## src/rtl/mem_arbiter_if.sv

```systemverilog
// Handshake and memory-bus signals between the fetch/data requesters, the arbiter
// and the shared memory. The arbiter uses the slave view; requesters and memory use master.
interface mem_arbiter_if;
  logic        if_req;
  logic [5:0]  if_addr;
  logic        if_ready;
  logic [15:0] if_inst;
  logic        d_req;
  logic        d_we;
  logic [3:0]  d_addr;
  logic [15:0] d_wdata;
  logic        d_ready;
  logic [15:0] d_rdata;
  logic        if_stall;
  logic        d_stall;
  logic        m_en;
  logic        m_sel;
  logic        m_we;
  logic [5:0]  m_addr;
  logic [15:0] m_wdata;
  logic [15:0] m_rdata;

  modport slave (
    input  if_req, if_addr, d_req, d_we, d_addr, d_wdata, m_rdata,
    output if_ready, if_inst, d_ready, d_rdata, if_stall, d_stall,
    output m_en, m_sel, m_we, m_addr, m_wdata
  );

  modport master (
    output if_req, if_addr, d_req, d_we, d_addr, d_wdata, m_rdata,
    input  if_ready, if_inst, d_ready, d_rdata, if_stall, d_stall,
    input  m_en, m_sel, m_we, m_addr, m_wdata
  );
endinterface

```

## src/rtl/mem_arbiter.sv

```systemverilog
// Arbitrates a single-ported memory between instruction fetch and data access.
// Data wins by default; fetch is forced through after three data grants in a row.
module mem_arbiter #(
  parameter int unsigned LAT = 2
) (
  input logic          clk,
  input logic          clear,
  mem_arbiter_if.slave bus
);

  typedef enum logic [1:0] {StIdle, StBusy, StResp} state_e;

  localparam logic [2:0] CntInit = 3'(LAT - 1);

  state_e      state_q, state_d;
  logic [2:0]  cnt_q, cnt_d;
  logic [1:0]  starve_q, starve_d;
  logic        sel_q, sel_d;
  logic        we_q, we_d;
  logic [5:0]  addr_q, addr_d;
  logic [15:0] wdata_q, wdata_d;
  logic [15:0] if_inst_q, if_inst_d;
  logic [15:0] d_rdata_q, d_rdata_d;
  logic        fetch_win;
  logic        busy;
  logic        resp;

  always_comb begin
    state_d   = state_q;
    cnt_d     = cnt_q;
    starve_d  = starve_q;
    sel_d     = sel_q;
    we_d      = we_q;
    addr_d    = addr_q;
    wdata_d   = wdata_q;
    if_inst_d = if_inst_q;
    d_rdata_d = d_rdata_q;
    fetch_win = 1'b0;

    unique case (state_q)
      StIdle: begin
        if (bus.d_req || bus.if_req) begin
          // Fetch only beats a pending data request once starvation saturates.
          fetch_win = bus.if_req && (!bus.d_req || (starve_q == 2'd3));
          if (fetch_win) begin
            sel_d    = 1'b0;
            addr_d   = bus.if_addr;
            we_d     = 1'b0;
            wdata_d  = '0;
            starve_d = '0;
          end else begin
            sel_d    = 1'b1;
            addr_d   = {2'b00, bus.d_addr};
            we_d     = bus.d_we;
            wdata_d  = bus.d_wdata;
            starve_d = bus.if_req ? starve_q + 2'd1 : 2'd0;
          end
          cnt_d   = CntInit;
          state_d = StBusy;
        end
      end
      StBusy: begin
        if (cnt_q == 3'd0) begin
          state_d = StResp;
          if (!sel_q) begin
            if_inst_d = bus.m_rdata;
          end else if (!we_q) begin
            d_rdata_d = bus.m_rdata;
          end
        end else begin
          cnt_d = cnt_q - 3'd1;
        end
      end
      StResp: begin
        state_d = StIdle;
      end
      default: begin
        state_d = StIdle;
      end
    endcase
  end

  always_ff @(posedge clk) begin
    if (clear) begin
      state_q   <= StIdle;
      cnt_q     <= '0;
      starve_q  <= '0;
      sel_q     <= 1'b0;
      we_q      <= 1'b0;
      addr_q    <= '0;
      wdata_q   <= '0;
      if_inst_q <= '0;
      d_rdata_q <= '0;
    end else begin
      state_q   <= state_d;
      cnt_q     <= cnt_d;
      starve_q  <= starve_d;
      sel_q     <= sel_d;
      we_q      <= we_d;
      addr_q    <= addr_d;
      wdata_q   <= wdata_d;
      if_inst_q <= if_inst_d;
      d_rdata_q <= d_rdata_d;
    end
  end

  assign busy = (state_q == StBusy);
  assign resp = (state_q == StResp);

  // The memory bus is driven only while an access is in flight; it is quiet otherwise.
  assign bus.m_en    = busy;
  assign bus.m_sel   = busy & sel_q;
  assign bus.m_we    = busy & we_q;
  assign bus.m_addr  = busy ? addr_q : 6'd0;
  assign bus.m_wdata = busy ? wdata_q : 16'd0;

  assign bus.if_ready = resp & ~sel_q;
  assign bus.d_ready  = resp & sel_q;
  assign bus.if_inst  = if_inst_q;
  assign bus.d_rdata  = d_rdata_q;
  assign bus.if_stall = bus.if_req & ~bus.if_ready;
  assign bus.d_stall  = bus.d_req & ~bus.d_ready;

endmodule

```

## src/flat_wrapper.sv

```systemverilog
// flat-port wrapper written by rule: the top's interface ports become plain ports
module mem_arbiter_flat 
#(
  parameter int unsigned LAT = 2
)
  (clk, clear, bus_if_req, bus_if_addr, bus_d_req, bus_d_we, bus_d_addr, bus_d_wdata, bus_m_rdata, bus_if_ready, bus_if_inst, bus_d_ready, bus_d_rdata, bus_if_stall, bus_d_stall, bus_m_en, bus_m_sel, bus_m_we, bus_m_addr, bus_m_wdata);
  mem_arbiter_if bus_i ();
  input logic clk;
  input logic clear;
  input wire logic [$bits(bus_i.if_req)-1:0] bus_if_req;
  input wire logic [$bits(bus_i.if_addr)-1:0] bus_if_addr;
  input wire logic [$bits(bus_i.d_req)-1:0] bus_d_req;
  input wire logic [$bits(bus_i.d_we)-1:0] bus_d_we;
  input wire logic [$bits(bus_i.d_addr)-1:0] bus_d_addr;
  input wire logic [$bits(bus_i.d_wdata)-1:0] bus_d_wdata;
  input wire logic [$bits(bus_i.m_rdata)-1:0] bus_m_rdata;
  output wire logic [$bits(bus_i.if_ready)-1:0] bus_if_ready;
  output wire logic [$bits(bus_i.if_inst)-1:0] bus_if_inst;
  output wire logic [$bits(bus_i.d_ready)-1:0] bus_d_ready;
  output wire logic [$bits(bus_i.d_rdata)-1:0] bus_d_rdata;
  output wire logic [$bits(bus_i.if_stall)-1:0] bus_if_stall;
  output wire logic [$bits(bus_i.d_stall)-1:0] bus_d_stall;
  output wire logic [$bits(bus_i.m_en)-1:0] bus_m_en;
  output wire logic [$bits(bus_i.m_sel)-1:0] bus_m_sel;
  output wire logic [$bits(bus_i.m_we)-1:0] bus_m_we;
  output wire logic [$bits(bus_i.m_addr)-1:0] bus_m_addr;
  output wire logic [$bits(bus_i.m_wdata)-1:0] bus_m_wdata;
  assign bus_i.if_req = bus_if_req;
  assign bus_i.if_addr = bus_if_addr;
  assign bus_i.d_req = bus_d_req;
  assign bus_i.d_we = bus_d_we;
  assign bus_i.d_addr = bus_d_addr;
  assign bus_i.d_wdata = bus_d_wdata;
  assign bus_i.m_rdata = bus_m_rdata;
  assign bus_if_ready = bus_i.if_ready;
  assign bus_if_inst = bus_i.if_inst;
  assign bus_d_ready = bus_i.d_ready;
  assign bus_d_rdata = bus_i.d_rdata;
  assign bus_if_stall = bus_i.if_stall;
  assign bus_d_stall = bus_i.d_stall;
  assign bus_m_en = bus_i.m_en;
  assign bus_m_sel = bus_i.m_sel;
  assign bus_m_we = bus_i.m_we;
  assign bus_m_addr = bus_i.m_addr;
  assign bus_m_wdata = bus_i.m_wdata;
  mem_arbiter #(.LAT(LAT)) u_core (.clk(clk), .clear(clear), .bus(bus_i));
endmodule
```

## config.mk

```make
export PLATFORM = sky130hd
export DESIGN_NAME = mem_arbiter_flat
export DESIGN_NICKNAME = d
export VERILOG_FILES = /design/src/rtl/mem_arbiter_if.sv /design/src/rtl/mem_arbiter.sv /design/src/flat_wrapper.sv
export SDC_FILE = /design/constraint.sdc
export NUM_CORES = 1
export LEC_CHECK = 0
export CAP_MARGIN = 30
export CORE_ASPECT_RATIO = 0.6
export CORE_MARGIN = 5
export CORE_UTILIZATION = 39
export CTS_CLUSTER_SIZE = 8
export DETAILED_ROUTE_END_ITERATION = 10
export PLACE_DENSITY = 0.74
export SLEW_MARGIN = 20
export SYNTH_ARGS = -nofsm -noshare
export SYNTH_HDL_FRONTEND = slang
export SYNTH_SLANG_ARGS = --single-unit
```

## constraint.sdc

```tcl
create_clock -name clk -period 1.7 [get_ports clk]
set_clock_uncertainty 0.05 [all_clocks]
set_input_delay 0.17 -clock clk [delete_from_list [all_inputs] [get_ports clk]]
set_output_delay 0.17 -clock clk [all_outputs]
set_load 0.03 [all_outputs]
```

==> results.toml <==
[worst_hold_path]
hp-class = "in -> reg"
hp-start = "clear"

[synth]
yosysTopAreaCell = "dfxtp_1"
synth.avg_cell_area_um2 = 9.28
syn_nets = 343
yosys_warnings = 0
ys.flop_type = "dfxtp_1"
synth_area_um2 = 2720
synth_xor_area_share_pct = 0
yosys.area_share.simple_pct = 25.3
yosys-top-cells-area = "dfxtp_1 46%, nand2b_1 7.6%, mux2i_1 5.9%"
netlist_instances = 293
yosys-mux-area-fraction_pct = 5.89
synth-edff-count = 0
synth_top_family_by_area = "simple AND/OR/NAND/NOR gates"
synthAdderAreaFrac_pct = 1.38
synth-seq-area-share_pct = 46.4
synthArstFlopShare_pct = 0
synth-compound-area-share_pct = 15.6
synth.top_cell.area_share_pct = 46.4
synth_seq_cells = 63
synthDistinctLibCells = 36

[routing]
drc = 0
dr.pass1.iters = 4
postRouteAntennaNets = 0
met2_wirelength_mm = 3.01
vias = 2437
viasPerCell = 4.94
drt_iter0_drc = 147
maxUsedRoutingLayer = "met4"
routedWlPerCell_um = 14.5
m1WireLength_mm = 3.70
wl_met3_um = 437
wl_mm = 7.16

[worst_setup_path]
crit_buf_inv = 1
cp-start-kind = "register"
critical_path_class = "reg -> reg"
cp_cell_sequence = "inv_2 > ha_4 > ha_4 > or3b_4 > or3_4 > o31ai_2"
r2r-start = "u_core.cnt_q[0]"
cp-startpoint = "u_core.cnt_q[0]"
cpPeakStageDelay_ps = 390
arrival_ps = 1790
critPathMaxFanout = 4
cp.required_ps = 1870
cp_slowest_cell = "or3b_4"
crit_top_cell = "ha_4"
critPathTopFamily = "simple AND/OR/NAND/NOR gates"
reg2reg_setup_slack_ps = 80
crit_path_end_kind = "register"

[run]
drv_cap = 0

[placed_design]
place.gp.congestion = 0.841
hpwl_mm = 5.19
dp_slack_ps = -101
portBuffers = 107

[sta]
finalHoldViolCount = 0
max_freq_mhz = 619
finalMaxSlewViolations = 0
setup_viol = 0
worst_pin_slew_ps = 456
period_needed_ps = 1620
period_share_pct = 95.0
slew_headroom_pct = 69.6
rsz0062_at_grt = "no"
finalSetupTns_ps = 0
hold_ws_ps = 133
layout_setup_ws_ps = 84.4

[grt]
antenna_found_initial = 0
grt_pass1_wl_mm = 11.6
grt_overflow = 0
grt_pass1_vias = 2398
grt_usage_pct = 16.1
grt_max_degree = 40

[power_and_ir_drop]
ir_drop_mv = 0.564
p_per_area_nw_per_um2 = 994
finalPower_mw = 4.17
p_leak_nw = 1.68

[floorplan]
initial_core_util_pct = 40.4
die_x_um = 118
core_area_um2 = 6730
rows = 23
die_area_um2 = 8790
die_h_um = 74.7
ios = 108

[clocking]
cts_tree = "done"
clk_latency_ps = 310
cts-root-buf = "clkbuf_16"
clockBufferDepth = 2
clkSlewWorstSetupHoldPaths_ps = 50
cts-buffers-inserted = 9
cts.htree.levels = 3
cts_sinks = 63

[final_layout]
nets = 453
area_growth_pct = 54.4
diodes = 0
drive_gt1_share_pct = 21.4

[status]
status = "finished, final reports clean"
[report_power, final]
group          leakage [nW]  total, mW  internal [mW]  switching (mW)
clock                 0.129       1.64           1.04           0.596
sequential            0.514       1.64           1.58          0.0557
combinational          1.03      0.891          0.431           0.460
[cell usage after synthesis (2+ instances only)]
cell	instances
nand3_1	5
nor2_1	5
inv_1	4
a21oi_1	25
or3_1	2
dfxtp_1	63
nand2b_1	33
a22o_2	13
a22o_1	4
buf_4	2
nand4b_1	2
buf_6	3
o31ai_1	2
buf_2	9
nand2_1	34
mux2i_1	16
a311oi_1	4
ha_1	3
nand4_1	3
and4b_1	2
and2_1	24
clkbuf_1	9
o21ai_0	9
nor2b_1	5
[routing by layer]
| metal | global-route usage (%) | up-vias |
|---|---|---|
| li1 | - | 1222 |
| met1 | 22.0 | 1137 |
| met2 | 24.5 | 76 |
| met3 | 6.38 | 2 |
| met4 | 3.44 | 0 |
| met5 | 0 | - |
[worst register-to-register path, cell delays in order (launching register included)]
cell and delay [ps]:
dfxtp_2 330, inv_2 50, ha_4 160, ha_4 150
or3b_4 390, or3_4 340, o31ai_2 70
[state kept, by name (all words and copies together) (netlist names)]
signal / flops
u_core.bus.d_rdata: 16
u_core.bus.if_inst: 16
u_core.wdata_q: 16
u_core.addr_q: 6
u_core.cnt_q: 3
u_core.starve_q: 2
u_core.state_q: 2
u_core.sel_q: 1
u_core.we_q: 1
[kinds of logic after synthesis]
family,after synthesis
flops,63
compound gates,61
simple gates,122
fa+ha+maj,3
buf+inv,28
mux,16
[layout by cell type (no fill, tap or decap), drive strengths merged, types with 3 or more instances in the layout]
master and count:
nand2b 33, inv 4, mux2i 16, clkbuf 11, nor2 5, nand4 3, buf 44, and2 24
nand3 5, a22o 17, nor2b 5, a311oi 4, a21oi 26, nand2 34, o21ai 10, ha 3
dfxtp 63, clkdlybuf4s50 77
[timing repair]
action | 4_1_cts | 5_1_grt
gates resized for setup | 11 | 9
pin swaps | 2 | 2
buffers inserted | 0 | 0
endpoints found under the hold margin | 0 | 0
setup endpoints to repair | 19 | 45
cloned | 0 | 1
hold buffers | 0 | 0
[path summary, 6_finish.rpt]
| path | endpoint | cells after the start |
|---|---|---|
| setup / recovery | u_core.cnt_q[1] | 6 |
| hold reg to reg | u_core.bus.if_inst[11] | 2 |
| setup reg to reg | u_core.cnt_q[1] | 6 |
| hold / removal | u_core.state_q[1] | 2 |
[area by class of cell]
type                            count  area, µm²
Clock buffer                       11        253
Multi-Input combinational cell    202       1380
Fill cell                         581       2540
Clock inverter                      3       20.0
Inverter                            4       15.0
Tap cell                           87        109
Sequential cell                    63       1260
Timing Repair Buffer              123       1160
[per-stage QoR]
step                cell area [µm²]  utilization [%]  instances
floorplan                      2720                -        293
global placement               3860             57.4        478
detailed placement             3860             57.4        478
CTS                            4170             61.9        492
global route                   4200             62.3        493
finish                         4200             62.3        493
Note: power is estimated with default switching activity, not from simulation.
